**config.mk**
```make
export PLATFORM = sky130hd
export DESIGN_NAME = seq_game_core
export DESIGN_NICKNAME = d
export VERILOG_FILES = /design/src/rtl/seq_game_pkg.sv /design/src/rtl/seq_press_detect.sv /design/src/rtl/seq_game_core.sv
export SDC_FILE = /design/constraint.sdc
export NUM_CORES = 1
export LEC_CHECK = 0
export ABC_AREA = 1
export CAP_MARGIN = 10
export CORE_ASPECT_RATIO = 0.8
export CORE_MARGIN = 5
export CORE_UTILIZATION = 40
export CTS_CLUSTER_SIZE = 28
export DETAILED_ROUTE_END_ITERATION = 10
export SKIP_CTS_REPAIR_TIMING = 1
export SLEW_MARGIN = 10
export SYNTH_ARGS = -nofsm -noshare
export SYNTH_HDL_FRONTEND = slang
export SYNTH_SLANG_ARGS = --single-unit
```
**constraint.sdc**
```tcl
create_clock -name clock -period 6.4 [get_ports clock]
set_input_delay 1.28 -clock clock [delete_from_list [all_inputs] [get_ports clock]]
set_output_delay 1.28 -clock clock [all_outputs]
set_load 0.03 [all_outputs]
```
**src/rtl/seq_game_pkg.sv**
```systemverilog
// Shared types and elaboration helpers for the sequence-memory game core.
package seq_game_pkg;

   typedef enum logic [2:0] {
      S_IDLE  = 3'd0,
      S_FILL  = 3'd1,
      S_SHOW  = 3'd2,
      S_GAP   = 3'd3,
      S_WAIT  = 3'd4,
      S_CHECK = 3'd5,
      S_WIN   = 3'd6,
      S_LOSE  = 3'd7
   } game_state_t;

   // Triangle walk over the notes: 0,1,..,N-1,N-2,..,1,0,1,...
   function automatic int unsigned zigzag(input int unsigned idx, input int unsigned notes);
      int unsigned period;
      int unsigned k;
      period = 2 * (notes - 1);
      k      = idx % period;
      return (k < notes) ? k : period - k;
   endfunction

   function automatic int unsigned base_points(input int unsigned r, input int unsigned rounds,
                                               input int unsigned score_max);
      return (r * score_max) / ((rounds * (rounds + 1)) / 2);
   endfunction

endpackage

```
**src/rtl/seq_press_detect.sv**
```systemverilog
// Two-flop button synchroniser with rising-edge detect on the OR of all buttons.
module seq_press_detect #(
   parameter int NOTES = 7
) (
   input  logic             clock,
   input  logic             reset,
   input  logic [NOTES-1:0] buttons,
   output logic [NOTES-1:0] sync,
   output logic             press
);

   logic [NOTES-1:0] meta;
   logic             any_q;

   always_ff @(posedge clock or posedge reset) begin
      if (reset) begin
         meta  <= '0;
         sync  <= '0;
         any_q <= 1'b0;
      end else begin
         meta  <= buttons;
         sync  <= meta;
         any_q <= |sync;
      end
   end

   assign press = (|sync) & ~any_q;

endmodule

```
**src/rtl/seq_game_core.sv**
```systemverilog
// Sequence-memory game: show a growing note sequence, check player presses, keep score.
// Define SEQ_GAME_CORE_LFSR_EN for an LFSR-filled sequence; default is a fixed zigzag.
module seq_game_core
   import seq_game_pkg::*;
#(
   parameter int NOTES       = 7,
   parameter int DEPTH       = 16,
   parameter int SHOW_CYC    = 500,
   parameter int TIMEOUT_CYC = 5000,
   parameter int MAX_ERR     = 3,
   parameter int PENALTY     = 2,
   parameter int SCORE_MAX   = 100
) (
   input  logic                             clock,
   input  logic                             reset,
   input  logic                             start,
   input  logic                             level,
   input  logic [NOTES-1:0]                 buttons,
   output logic [NOTES-1:0]                 leds,
   output logic [$clog2(NOTES+1)-1:0]       note_out,
   output logic [$clog2(SCORE_MAX+1)-1:0]   score,
   output logic [$clog2(MAX_ERR+1)-1:0]     errors,
   output logic [$clog2(DEPTH+1)-1:0]       round,
   output logic                             busy,
   output logic                             won,
   output logic                             lost,
   output logic [2:0]                       db_state
);

   localparam int NW   = $clog2(NOTES);
   localparam int OW   = $clog2(NOTES+1);
   localparam int IW   = $clog2(DEPTH);
   localparam int RW   = $clog2(DEPTH+1);
   localparam int SW   = $clog2(SCORE_MAX+1);
   localparam int EW   = $clog2(MAX_ERR+1);
   localparam int CMAX = (SHOW_CYC > TIMEOUT_CYC) ? SHOW_CYC : TIMEOUT_CYC;
   localparam int CW   = $clog2(CMAX+1);

   function automatic logic [NOTES-1:0] onehot(input logic [NW-1:0] n);
      return NOTES'(1) << n;
   endfunction

   game_state_t      state;
   logic [IW-1:0]    idx;
   logic [CW-1:0]    cnt;
   logic             level_q;
   logic [NOTES-1:0] btn_q;
   logic [EW-1:0]    round_errors;
   logic [NOTES-1:0] sync;
   logic             press;
   logic [NW-1:0]    cur_note, next_note, first_note;
   logic             fill_done, start_ok, last_note, match, miss;
   logic [RW-1:0]    last_round;
   logic [OW-1:0]    held_note, n_held;
   logic [SW-1:0]    score_next;
   logic [31:0]      base_w, pen_w, gain_w, sum_w;
   logic [SW-1:0]    base_half [DEPTH+1];
   logic [SW-1:0]    base_full [DEPTH+1];

   seq_press_detect #(.NOTES(NOTES)) u_press (
      .clock   (clock),
      .reset   (reset),
      .buttons (buttons),
      .sync    (sync),
      .press   (press)
   );

   for (genvar r = 0; r <= DEPTH; r++) begin : g_base
      assign base_half[r] = SW'(base_points(r, DEPTH/2, SCORE_MAX));
      assign base_full[r] = SW'(base_points(r, DEPTH, SCORE_MAX));
   end

   assign start_ok = start && (state == S_IDLE || state == S_WIN || state == S_LOSE);

`ifdef SEQ_GAME_CORE_LFSR_EN
   logic [NW-1:0] seq_mem [DEPTH];
   logic [15:0]   lfsr, free_cnt;

   // idx doubles as the fill pointer while in FILL.
   always_ff @(posedge clock or posedge reset) begin
      if (reset) begin
         free_cnt <= '0;
         lfsr     <= '0;
         for (int unsigned k = 0; k < DEPTH; k++) seq_mem[k] <= '0;
      end else begin
         free_cnt <= free_cnt + 16'd1;
         if (start_ok) begin
            lfsr <= (free_cnt == 16'd0) ? 16'd1 : free_cnt;
         end else if (state == S_FILL) begin
            seq_mem[idx] <= NW'(lfsr % 16'(NOTES));
            lfsr         <= {lfsr[14:0], lfsr[15] ^ lfsr[13] ^ lfsr[12] ^ lfsr[10]};
         end
      end
   end

   assign fill_done  = (idx == IW'(DEPTH-1));
   assign cur_note   = seq_mem[idx];
   assign next_note  = seq_mem[idx + IW'(1)];
   assign first_note = seq_mem[0];
`else
   assign fill_done  = 1'b1;
   assign cur_note   = NW'(zigzag(32'(idx), NOTES));
   assign next_note  = NW'(zigzag(32'(idx) + 32'd1, NOTES));
   assign first_note = NW'(zigzag(32'd0, NOTES));
`endif

   assign last_round = level_q ? RW'(DEPTH) : RW'(DEPTH/2);
   assign last_note  = (RW'(idx) == round - RW'(1));
   assign match      = (btn_q == onehot(cur_note));
   assign miss       = (state == S_WAIT && !press && cnt == CW'(TIMEOUT_CYC-1)) ||
                       (state == S_CHECK && !match);
   assign db_state   = state;

   always_comb begin
      held_note = '0;
      n_held    = '0;
      for (int unsigned b = 0; b < NOTES; b++) begin
         if (sync[b]) begin
            held_note = OW'(b + 1);
            n_held    = n_held + OW'(1);
         end
      end
      if (n_held != OW'(1)) held_note = '0;
   end

   always_comb begin
      base_w     = level_q ? 32'(base_full[round]) : 32'(base_half[round]);
      pen_w      = 32'(PENALTY) * 32'(round_errors);
      gain_w     = (base_w > pen_w) ? base_w - pen_w : 32'd0;
      sum_w      = 32'(score) + gain_w;
      score_next = (sum_w > 32'(SCORE_MAX)) ? SW'(SCORE_MAX) : SW'(sum_w);
   end

   always_ff @(posedge clock or posedge reset) begin
      if (reset) begin
         state        <= S_IDLE;
         idx          <= '0;
         cnt          <= '0;
         level_q      <= 1'b0;
         btn_q        <= '0;
         round_errors <= '0;
         score        <= '0;
         errors       <= '0;
         round        <= '0;
         leds         <= '0;
         note_out     <= '0;
         busy         <= 1'b0;
         won          <= 1'b0;
         lost         <= 1'b0;
      end else if (start_ok) begin
         state        <= S_FILL;
         level_q      <= level;
         score        <= '0;
         errors       <= '0;
         round_errors <= '0;
         round        <= RW'(1);
         idx          <= '0;
         cnt          <= '0;
         leds         <= '0;
         note_out     <= '0;
         busy         <= 1'b1;
         won          <= 1'b0;
         lost         <= 1'b0;
      end else begin
         case (state)
            S_FILL: begin
               if (fill_done) begin
                  state    <= S_SHOW;
                  idx      <= '0;
                  cnt      <= '0;
                  leds     <= onehot(first_note);
                  note_out <= OW'(first_note) + OW'(1);
               end else begin
                  idx <= idx + IW'(1);
               end
            end
            S_SHOW: begin
               if (cnt == CW'(SHOW_CYC-1)) begin
                  state    <= S_GAP;
                  cnt      <= '0;
                  leds     <= '0;
                  note_out <= '0;
               end else begin
                  cnt <= cnt + CW'(1);
               end
            end
            S_GAP: begin
               if (cnt == CW'(SHOW_CYC-1)) begin
                  cnt <= '0;
                  if (last_note) begin
                     state <= S_WAIT;
                     idx   <= '0;
                  end else begin
                     state    <= S_SHOW;
                     idx      <= idx + IW'(1);
                     leds     <= onehot(next_note);
                     note_out <= OW'(next_note) + OW'(1);
                  end
               end else begin
                  cnt <= cnt + CW'(1);
               end
            end
            S_WAIT: begin
               leds     <= sync;
               note_out <= held_note;
               if (press) begin
                  btn_q <= sync;
                  state <= S_CHECK;
                  cnt   <= '0;
               end else if (cnt != CW'(TIMEOUT_CYC-1)) begin
                  cnt <= cnt + CW'(1);
               end
            end
            S_CHECK: begin
               if (match && !last_note) begin
                  idx   <= idx + IW'(1);
                  state <= S_WAIT;
                  cnt   <= '0;
               end else if (match && round == last_round) begin
                  state    <= S_WIN;
                  score    <= (errors == '0) ? SW'(SCORE_MAX) : score_next;
                  won      <= 1'b1;
                  busy     <= 1'b0;
                  leds     <= '1;
                  note_out <= '0;
               end else if (match) begin
                  score        <= score_next;
                  round        <= round + RW'(1);
                  round_errors <= '0;
                  state        <= S_SHOW;
                  idx          <= '0;
                  cnt          <= '0;
                  leds         <= onehot(first_note);
                  note_out     <= OW'(first_note) + OW'(1);
               end
            end
            default: ;
         endcase

         // Timeouts and wrong presses share one path; it overrides the WAIT mirror above.
         if (miss) begin
            errors       <= errors + EW'(1);
            round_errors <= round_errors + EW'(1);
            if (errors == EW'(MAX_ERR-1)) begin
               state    <= S_LOSE;
               lost     <= 1'b1;
               busy     <= 1'b0;
               leds     <= '0;
               note_out <= '0;
            end else begin
               state    <= S_SHOW;
               idx      <= '0;
               cnt      <= '0;
               leds     <= onehot(first_note);
               note_out <= OW'(first_note) + OW'(1);
            end
         end
      end
   end

endmodule

```
# After elaboration in Yosys (flattened, before gate mapping)
# Memory sizes are Yosys's and may differ from the RTL's.
# Cells that the tools add are included.
# word_totals
register_bits	72
latch_bits	0
mem_bits_rw	0
mem_bits_ro	448
input_bits	11
output_inout_bits	30
wordCells	215
memories	2
# op_classes
n_addsub	18
mul	0
div_mod_pow	2
magnitude_cmp	5
eq_ne	26
n_shift	2
mux	106
bitwise	4
n_reduce_logical	33
# memory_table
name	depth	width	read_ports	rd_ports_with_merged_regs	write_ports	line	text
(name not given)	32	7	1	0	0	seq_game_core.sv:127	base_w = level_q ? 32'(base_full[round]) : 32'(base_half[round]);
(name not given)	32	7	1	0	0	seq_game_core.sv:127	
# op_table
cell	n
7-bit 2-to-1 mux	20
13-bit 2-to-1 mux	9
3-bit 2-to-1 mux	33
32-bit by 3-bit < comparator with 1-bit output (second input constant)	2
13-bit one-hot mux with 4 select lines	1
7-bit one-hot mux with 5 select lines	1
7-bit by 32-bit adder with 32-bit output	1
32-bit by 7-bit greater-than comparator with 1-bit output (second input constant)	1
32-bit by 4-bit remainder unit with 32-bit output (second input constant)	1
4-bit by 4-bit remainder unit with 32-bit output (second input constant)	1
32-bit 2-to-1 mux	1
4-bit 2-to-1 mux	8
5-bit 2-to-1 mux	6
3-bit one-hot mux with 5 select lines	2
3-bit by 1-bit adder with 3-bit output (second input constant)	7
4-bit != test (second input constant)	5
1-bit 2-to-1 mux	16
2-bit 2-to-1 mux	8
1-bit by 3-bit left shift with 7-bit output (first input constant)	2
13-bit by 1-bit adder with 13-bit output (second input constant)	1
13-bit == test (second input constant)	1
13-bit by 9-bit == test with 1-bit output (second input constant)	1
13-bit != test (second input constant)	1
3-bit == test (second input constant)	4
other kinds (39)	63

# Depth between registers and ports, before layout
# Gate-level depths: netlist (run 1).
# depth
word_depth	18
ltp_mapped	36

# Modules after synthesis
# Synthesis (run 1) repeated with hierarchy kept, for this count alone.
# unflattened
cells_unflattened	889
hier_area_um2	5990.7
# modules_own_cells
mod	n_inst	cells_per_inst	area_each_um2
seq_game_core	1	864	5575.3
seq_press_detect	1	25	415.4

# Least setup slack after synthesis (run 1)
# OpenSTA, ideal clock, no wires.
# synth_timing
path_kind	reg-to-reg
from	reg round[0]
to	reg score[6]
setup_ps	117
t_arrival_ps	5222
t_required_ps	6283
setup_slack_ps	1061
stages_incl_launch_ff	36
n_path_buf	0
period_less_slack_ps	5339
cell_sequence	dfrtp_1 -> clkinv_1 -> ha_1 -> inv_1 -> nand2_1 -> nand3_1 -> nand4_1 -> a32oi_1 -> inv_1 -> ha_1 -> inv_1 -> nor2_1 -> nor2_1 -> nand3_1 -> nand2_1 -> nand3_1 -> inv_1 -> nor2_1 -> ha_1 -> inv_1 -> fa_1 -> inv_1 -> nand2_1 -> o31ai_1 -> nand2_1 -> nand2_1 -> nand2_1 -> ha_1 -> nor4_1 -> nand4_1 -> nor3_1 -> nand2_1 -> a21oi_1 -> nand3_1 -> nand2_1 -> nand2_1
# synth_between
elab_chain_len	15
elab_cells_between_ends	29
cone_classes	add/sub (3); order compare (2); eq/ne (3); mux (13); bitwise (1); reduce/logical (5); memory (2)
# synth_lines
item	line	text
from (decl)	seq_game_core.sv:23	output logic [$clog2(DEPTH+1)-1:0] round,
from (signal assigned)	seq_game_core.sv:228	round <= round + RW'(1);
5-bit NOT with 6-bit output (implied by the code)	seq_game_core.sv:127	
memory read 32 x 7 bit	--	
7-bit 2-to-1 mux (implied by the code) (2 in series)	seq_game_core.sv:127	
7-bit 2-to-1 mux	seq_game_core.sv:127	
7-bit by 3-bit subtractor with 8-bit output or 7-bit by 3-bit greater-than comparator with 1-bit output (tied branches)	seq_game_core.sv:129	gain_w = (base_w > pen_w) ? base_w - pen_w : 32'd0;
32-bit 2-to-1 mux	seq_game_core.sv:129	
7-bit by 32-bit adder with 32-bit output	seq_game_core.sv:130	sum_w = 32'(score) + gain_w;
32-bit by 7-bit greater-than comparator with 1-bit output	seq_game_core.sv:131	score_next = (sum_w > 32'(SCORE_MAX)) ? SW'(SCORE_MAX) : SW'(sum_w);
7-bit 2-to-1 mux	seq_game_core.sv:131	
7-bit 2-to-1 mux, on equally long branches	seq_game_core.sv:226, seq_game_core.sv:221	
7-bit 2-to-1 mux	seq_game_core.sv:219	end else if (match && round == last_round) begin
7-bit 2-to-1 mux	seq_game_core.sv:215	if (match && !last_note) begin
7-bit 2-to-1 mux	seq_game_core.sv:165	case (state)
7-bit 2-to-1 mux	seq_game_core.sv:150	end else if (start_ok) begin
to (signal assigned)	seq_game_core.sv:221	score <= (errors == '0) ? SW'(SCORE_MAX) : score_next;
to (signal assigned)	seq_game_core.sv:227	score <= score_next;
to (decl)	seq_game_core.sv:21	output logic [$clog2(SCORE_MAX+1)-1:0] score,
# Parallel ways exist; a longest one is shown, timed or not. The select of a mux whose other input is x is not followed.
# A chain may end at the register's enable or synchronous reset.

# Worst setup path in the final report (run 1)
# layout_timing
from	reg round[0]
to	reg score[2]
# Same word-level chain as after synthesis.

==> run_summary.xml, run 1 <==
<?xml version="1.0" encoding="UTF-8"?>
<metrics>
  <group name="clocking">
    <metric name="cts_made_buffers" unit="">9</metric>
    <metric name="clk_slew_on_worst_s_h_paths" unit="ps">70</metric>
    <metric name="cts_max_level" unit="">3</metric>
    <metric name="clock_insertion_delay_worst_skew" unit="ps">350</metric>
    <metric name="ctsLongestPathBuffers" unit="">2</metric>
    <metric name="cts_sink_count" unit="">72</metric>
    <metric name="clk_root_buffer_cell" unit="">clkbuf_16</metric>
    <metric name="tritoncts_clock_tree" unit="">built</metric>
  </group>
  <group name="power">
    <metric name="power-per-cell-area" unit="nW/um2">165</metric>
    <metric name="leakage" unit="nW">3.34</metric>
    <metric name="power.ir.vdd_worst" unit="V">0.000156</metric>
  </group>
  <group name="timing">
    <metric name="finalSetupViolations" unit="">0</metric>
    <metric name="timing.clock.skew" unit="ps">9.46</metric>
    <metric name="timing.final.max_slew_violations" unit="">0</metric>
    <metric name="slew-limit-headroom" unit="%">36.6</metric>
    <metric name="tightest_slew" unit="ps">948</metric>
    <metric name="setup_ws" unit="ps">662</metric>
    <metric name="unrepaired_setup_endpoints_after_global_routing" unit="">no</metric>
    <metric name="setup_total_negative_slack" unit="ps">0</metric>
    <metric name="fmax" unit="MHz">174</metric>
    <metric name="layout_worst_path_cycle_share" unit="%">89.7</metric>
    <metric name="report.final.hold_viol_count" unit="">0</metric>
    <metric name="finalCriticalPeriod" unit="ps">5740</metric>
  </group>
  <group name="detailed_routing">
    <metric name="ant_nets" unit="">0</metric>
    <metric name="routedWlPerCell" unit="um">13.4</metric>
    <metric name="route.final.wire_length" unit="mm">14.3</metric>
    <metric name="detailroute.via_count" unit="">5461</metric>
    <metric name="drcViolationCount" unit="">0</metric>
    <metric name="drt_pre_antenna_iters" unit="">5</metric>
    <metric name="detailedRoute.firstIterationViolations" unit="">396</metric>
    <metric name="vias_per_cell" unit="">5.12</metric>
  </group>
  <group name="global_routing">
    <metric name="first_global_vias" unit="">4900</metric>
    <metric name="grt_antenna_before_repair" unit="">0</metric>
    <metric name="grt.overflow.total" unit="">0</metric>
    <metric name="grt_first_pass_wirelength" unit="mm">24.4</metric>
    <metric name="grt_max_degree" unit="">38</metric>
    <metric name="groute.usage.overall" unit="%">17.9</metric>
  </group>
  <group name="final_layout">
    <metric name="multi_input_area" unit="um2">3450</metric>
    <metric name="flow.area_growth_from_synthesis" unit="%">16.5</metric>
    <metric name="fillCellCount" unit="">1441</metric>
    <metric name="nNetsFinal" unit="">936</metric>
    <metric name="n_antenna_cell" unit="">0</metric>
    <metric name="layout.cells.most_common" unit="">nand2_1</metric>
    <metric name="layout-drive-gt1-share" unit="%">6.80</metric>
    <metric name="layout.core_utilization" unit="%">47.2</metric>
    <metric name="layout_common_cells" unit="">nand2_1 (241), inv_1 (105), dfrtp_1 (72)</metric>
    <metric name="sequential_cell_area" unit="um2">1800</metric>
    <metric name="final_area" unit="um2">6680</metric>
  </group>
  <group name="yosys">
    <metric name="top_reg_cell_synth" unit="">dfrtp_1</metric>
    <metric name="mapped_nets" unit="">891</metric>
    <metric name="synth_top_cells_by_area" unit="">dfrtp_1 (31%), nand2_1 (16%), ha_1 (9.8%)</metric>
    <metric name="synth.lib_cells_used.distinct" unit="">46</metric>
    <metric name="syn_avg_cell_area" unit="um2">6.88</metric>
    <metric name="yosysTopAreaCell" unit="">dfrtp_1</metric>
    <metric name="synth_seq_cells" unit="">72</metric>
    <metric name="netlist_area" unit="um2">5730</metric>
    <metric name="synth_async_sr_flop_share" unit="%">100</metric>
    <metric name="synthesized_netlist_cell_count" unit="">833</metric>
    <metric name="syn_warnings" unit="">0</metric>
    <metric name="synth_seq_area_share" unit="%">31.4</metric>
    <metric name="yosys.area.top_type_share" unit="%">31.4</metric>
    <metric name="synth-edff-count" unit="">0</metric>
  </group>
  <group name="hold_path">
    <metric name="worst_hold_path_type" unit="">flop to flop</metric>
  </group>
  <group name="worst_setup_path">
    <metric name="end_kind" unit="">flop</metric>
    <metric name="cp_common_cell" unit="">nand2_1</metric>
    <metric name="critical-path-top-delay-family" unit="">simple AND/OR/NAND/NOR gates</metric>
    <metric name="arrival" unit="ps">5980</metric>
    <metric name="maximum_fanout_along_the_worst_path" unit="">10</metric>
    <metric name="timing.setup.critical_path_class" unit="">flop to flop</metric>
    <metric name="worstSetupStartpointType" unit="">flop</metric>
    <metric name="critPathMaxStageDelay" unit="ps">450</metric>
    <metric name="timing.critical_path.buf_inv" unit="">7</metric>
    <metric name="crit_required" unit="ps">6640</metric>
    <metric name="cell_at_the_slowest_stage_of_the_critical_path" unit="">dfrtp_1</metric>
  </group>
  <group name="placement">
    <metric name="place.gp.congestion" unit="">0.868</metric>
    <metric name="pre_cts_ws" unit="ps">547</metric>
    <metric name="dp_hpwl" unit="mm">10.8</metric>
    <metric name="port_buffers" unit="">40</metric>
    <metric name="detailed_place.area" unit="um2">6340</metric>
  </group>
  <group name="floorplan">
    <metric name="floorplan.rows" unit="">39</metric>
    <metric name="die_x" unit="um">144</metric>
    <metric name="die_ar" unit="um2">16800</metric>
    <metric name="die_extent_in_y" unit="um">117</metric>
    <metric name="initial_utilization" unit="%">40.5</metric>
    <metric name="fp.coreArea" unit="um2">14200</metric>
    <metric name="design.portCount" unit="">41</metric>
  </group>
  <group name="run">
    <metric name="drv.max_cap_violation_count" unit="">0</metric>
  </group>
  <group name="run_status">
    <metric name="outcome" unit="">finished, final reports clean</metric>
  </group>
</metrics>
==> logic make-up after synthesis <==
logic type      after synthesis  share of synthesized area (%)
mux                           1                          0.175
buf+inv                     126                           8.43
xor+xnor                     18                           2.75
other cells                   1                         0.0654
compound gates              127                           12.4
simple gates                441                           34.2
flops                        72                           31.4
fa+ha+maj                    47                           10.5
==> where the power goes <==
group | switching, mW | internal (mW) | total, mW | leakage [nW]
registers | 0.00337 | 0.459 | 0.463 | 0.886
logic | 0.0367 | 0.0236 | 0.0603 | 2.29
clock network | 0.226 | 0.350 | 0.577 | 0.164
==> flip-flops by register name, indices dropped and copies added (netlist names), 2 cells and up <==
signal	cells
btn_q	7
errors	2
db_state	3
u_press.sync	7
idx	4
cnt	13
leds	7
note_out	3
u_press.meta	7
round	5
score	7
round_errors	2
==> stage by stage <==
| stage | std cells | hold slack [ps] | power, mW |
|---|---|---|---|
| 5_1_grt | 1067 | 354 | 1.14 |
| 4_1_cts | 1067 | 346 | 1.12 |
| 6_report | 1067 | 345 | 1.10 |
| 3_5_place_dp | 1051 | 336 | 0.533 |
| 2_1_floorplan | 833 | 331 | 0.513 |
| 3_3_place_gp | 1051 | 333 | 0.531 |
==> synthesized netlist by cell type, types with 2 or more instances <==
master,count
clkinv_1,2
a21boi_0,2
o2111ai_1,2
o21ai_0,45
nand2_1,241
a31oi_1,5
nor4_1,5
nand2_2,13
inv_1,106
nand3_1,70
fa_1,2
dfrtp_1,72
nand3_2,2
xor2_1,12
o21ai_1,9
inv_2,9
clkbuf_1,3
xnor2_1,6
a21oi_1,45
or2_2,6
nand4_1,26
and2_1,2
buf_2,5
nor3_1,5
o21bai_1,2
nand2_4,3
o211ai_1,9
nor2_1,62
ha_1,45
==> per-layer routing <==
metal | vias up | GRT usage [%] | routed length [um]
met5 | - | 0 | 0
met4 | 0 | 4.14 | 130
met3 | 10 | 4.14 | 787
met2 | 145 | 24.8 | 5810
met1 | 2482 | 28.0 | 7590
li1 | 2824 | - | -
==> cell type report <==
type / instances / share of cell area, %
clock buffers: 9 / 3.37
clock inverters: 7 / 1.63
well taps: 184 / 3.45
inverters: 117 / 6.58
multi-input cells: 635 / 51.7
flip-flops and latches: 72 / 27.0
repair buffers: 43 / 6.33
==> worst paths after layout <==
kind                                 startpoint  depth (start not counted)  slack [ps]              end
worst min register to register  u_press.meta[1]                          0         350  u_press.sync[1]
worst min-delay path            u_press.meta[1]                          0         350  u_press.sync[1]
worst max-delay path                   round[0]                         35         660         score[2]
max in group asynchronous                 reset                          3        4010           idx[1]
worst max register to register         round[0]                         35         660         score[2]
min in group asynchronous                 reset                          2        1420           cnt[6]
Note: power is estimated with default switching activity, not from simulation.
==> run 2, diff against run 1 <==
--- a/config.mk
+++ b/config.mk
@@ -12,6 +12,7 @@
 export CORE_UTILIZATION = 40
 export CTS_CLUSTER_SIZE = 28
 export DETAILED_ROUTE_END_ITERATION = 10
+export REMOVE_ABC_BUFFERS = 1
 export SKIP_CTS_REPAIR_TIMING = 1
 export SLEW_MARGIN = 10
 export SYNTH_ARGS = -nofsm -noshare
==> constraint.sdc (replaced) <==
create_clock -name clock -period 4.75 [get_ports clock]
set_input_delay 0.95 -clock clock [delete_from_list [all_inputs] [get_ports clock]]
set_output_delay 0.95 -clock clock [all_outputs]
set_load 0.03 [all_outputs]
==> run 2 against run 1 <==
Net effect:
- the flow now finishes with violations (setup timing)
- combinational power rose by 36%
- wire length increased by 5.7%
- count of clock-buffer cells in the layout unchanged
- worst hold slack better by 1.4 ps
- critical path depth is the same
- die area unchanged
- setup slack got worse by 740 ps
- critical path type unchanged
- critical endpoint unchanged
- largest cell class unchanged
==> run_summary.xml, run 2 (synthesis results as in run 1) <==
<?xml version="1.0" encoding="UTF-8"?>
<metrics>
  <group name="detailed_routing">
    <metric name="ant_nets" unit="">0</metric>
    <metric name="drt_pre_antenna_iters" unit="">5</metric>
    <metric name="highest_layer" unit="">met4</metric>
    <metric name="routed-wl-met3" unit="um">750</metric>
    <metric name="drcViolationCount" unit="">0</metric>
    <metric name="vias_per_cell" unit="">5.07</metric>
    <metric name="drt-met1-wl" unit="mm">7.93</metric>
    <metric name="routedWlPerCell" unit="um">13.7</metric>
    <metric name="wl_met2" unit="mm">6.35</metric>
    <metric name="route.final.wire_length" unit="mm">15.1</metric>
    <metric name="detailedRoute.firstIterationViolations" unit="">381</metric>
    <metric name="detailroute.via_count" unit="">5620</metric>
  </group>
  <group name="clocking">
    <metric name="tritoncts_clock_tree" unit="">built</metric>
    <metric name="clk_root_buffer_cell" unit="">clkbuf_16</metric>
    <metric name="ctsLongestPathBuffers" unit="">2</metric>
    <metric name="cts_sink_count" unit="">72</metric>
    <metric name="cts_max_level" unit="">3</metric>
    <metric name="clock_insertion_delay_worst_skew" unit="ps">340</metric>
    <metric name="clk_slew_on_worst_s_h_paths" unit="ps">70</metric>
    <metric name="cts_made_buffers" unit="">9</metric>
  </group>
  <group name="hold_path">
    <metric name="min-delay-start" unit="">u_press.meta[1]</metric>
    <metric name="worst_hold_path_type" unit="">flop to flop</metric>
  </group>
  <group name="global_routing">
    <metric name="grt.overflow.total" unit="">0</metric>
    <metric name="grt_antenna_before_repair" unit="">0</metric>
    <metric name="groute.usage.overall" unit="%">18.1</metric>
    <metric name="grt_first_pass_wirelength" unit="mm">24.7</metric>
    <metric name="grt_max_degree" unit="">43</metric>
    <metric name="first_global_vias" unit="">5064</metric>
  </group>
  <group name="floorplan">
    <metric name="floorplan.rows" unit="">39</metric>
    <metric name="die_x" unit="um">144</metric>
    <metric name="initial_utilization" unit="%">40.5</metric>
    <metric name="fp.coreArea" unit="um2">14200</metric>
    <metric name="die_ar" unit="um2">16800</metric>
    <metric name="design.portCount" unit="">41</metric>
    <metric name="die_extent_in_y" unit="um">117</metric>
  </group>
  <group name="worst_setup_path">
    <metric name="timing.critical_path.buf_inv" unit="">7</metric>
    <metric name="critical-path-top-delay-family" unit="">simple AND/OR/NAND/NOR gates</metric>
    <metric name="maximum_fanout_along_the_worst_path" unit="">6</metric>
    <metric name="crit_path_start" unit="">round[0]</metric>
    <metric name="cell_at_the_slowest_stage_of_the_critical_path" unit="">dfrtp_1</metric>
    <metric name="timing.setup.critical_path_class" unit="">flop to flop</metric>
    <metric name="end_kind" unit="">flop</metric>
    <metric name="worstSetupStartpointType" unit="">flop</metric>
    <metric name="worstReg2RegStart" unit="">round[0]</metric>
    <metric name="critPathMaxStageDelay" unit="ps">430</metric>
    <metric name="crit_required" unit="ps">4980</metric>
    <metric name="arrival" unit="ps">5060</metric>
  </group>
  <group name="timing">
    <metric name="final_worst_hold_slack" unit="ps">347</metric>
    <metric name="timing.final.max_slew_violations" unit="">0</metric>
    <metric name="timing.clock.skew" unit="ps">9.76</metric>
    <metric name="slew-limit-headroom" unit="%">35.6</metric>
    <metric name="unrepaired_setup_endpoints_after_global_routing" unit="">yes</metric>
    <metric name="fmax" unit="MHz">207</metric>
    <metric name="finalSetupViolations" unit="">5</metric>
    <metric name="report.final.hold_viol_count" unit="">0</metric>
    <metric name="setup_ws" unit="ps">-73.9</metric>
    <metric name="tightest_slew" unit="ps">957</metric>
    <metric name="finalCriticalPeriod" unit="ps">4820</metric>
    <metric name="setup_total_negative_slack" unit="ps">-136</metric>
    <metric name="layout_worst_path_cycle_share" unit="%">102</metric>
  </group>
  <group name="run_status">
    <metric name="outcome" unit="">finished with violations</metric>
    <metric name="violations_in_the_final_reports" unit="">setup timing</metric>
  </group>
  <group name="run">
    <metric name="drv.max_cap_violation_count" unit="">0</metric>
  </group>
  <group name="final_layout">
    <metric name="flow.area_growth_from_synthesis" unit="%">26.3</metric>
    <metric name="layout-drive-gt1-share" unit="%">16.0</metric>
    <metric name="largest_register_ffs" unit="">13</metric>
    <metric name="finalNonFillerCells" unit="">1108</metric>
    <metric name="nNetsFinal" unit="">977</metric>
    <metric name="layout_common_cells" unit="">nand2_1 (232), inv_1 (97), dfrtp_1 (71)</metric>
    <metric name="n_antenna_cell" unit="">0</metric>
    <metric name="register_bank_with_the_most_flops" unit="">cnt</metric>
    <metric name="layout.core_utilization" unit="%">51.1</metric>
    <metric name="layout.cells.most_common" unit="">nand2_1</metric>
  </group>
  <group name="power">
    <metric name="power.clock.fraction" unit="%">52.5</metric>
    <metric name="power.ir.vdd_worst" unit="V">0.000203</metric>
    <metric name="leakage" unit="nW">3.56</metric>
    <metric name="total_power" unit="mW">1.49</metric>
    <metric name="p_seq_share" unit="%">42.0</metric>
    <metric name="power-per-cell-area" unit="nW/um2">205</metric>
    <metric name="internal_power" unit="mW">1.12</metric>
    <metric name="comb_power_share" unit="%">5.5</metric>
    <metric name="netSwitchingPower" unit="mW">0.362</metric>
    <metric name="power.switching_fraction" unit="%">24.4</metric>
  </group>
  <group name="placement">
    <metric name="dp_cells" unit="">1085</metric>
    <metric name="dp_hpwl" unit="mm">11.3</metric>
    <metric name="port_buffers" unit="">40</metric>
    <metric name="place.gp.congestion" unit="">0.919</metric>
  </group>
</metrics>
run 2: area by class of cell:
type | count | area, um2
clock buffer | 9 | 225
clock inverter | 7 | 109
fill | 1403 | 6910
inverter | 117 | 439
multi-input combinational | 635 | 3690
sequential | 72 | 1800
tap | 184 | 230
timing repair buffer | 84 | 738
run 2: path summary, 6_finish.rpt:
path                                   end  slack (ps)  depth (start not counted)
min reg2reg                u_press.sync[1]         350                          0
min in group asynchronous      note_out[0]        1100                          2
max in group asynchronous         round[3]        2840                          3
max                               score[2]         -70                         35
max reg2reg                       score[2]         -70                         35
min                        u_press.sync[1]         350                          0
run 2: metal layers:
layer  vias to the layer above  track usage [%]
li1                       2913                -
met1                      2550             28.3
met2                       147             26.3
met3                        10             3.29
met4                         0             3.20
met5                         -                0
run 2: power by group through the flow:
stage / Combinational [mW] / Clock [mW] / Sequential, mW
finish: 0.0819 / 0.781 / 0.623
global route: 0.0951 / 0.819 / 0.624
detailed placement: 0.0818 / 0 / 0.635
global placement: 0.0807 / 0 / 0.635
CTS: 0.0820 / 0.797 / 0.623
floorplan: 0.0570 / 0 / 0.634
run 2: metrics by stage:
| stage | cell area (um2) | worst slack, ps |
|---|---|---|
| after global routing | 7240 | -505 |
| after detailed placement | 6600 | -405 |
| after CTS | 6930 | -466 |
| after floorplan | 5690 | -619 |
| after global placement | 6600 | -193 |
| final | 7240 | -73.9 |
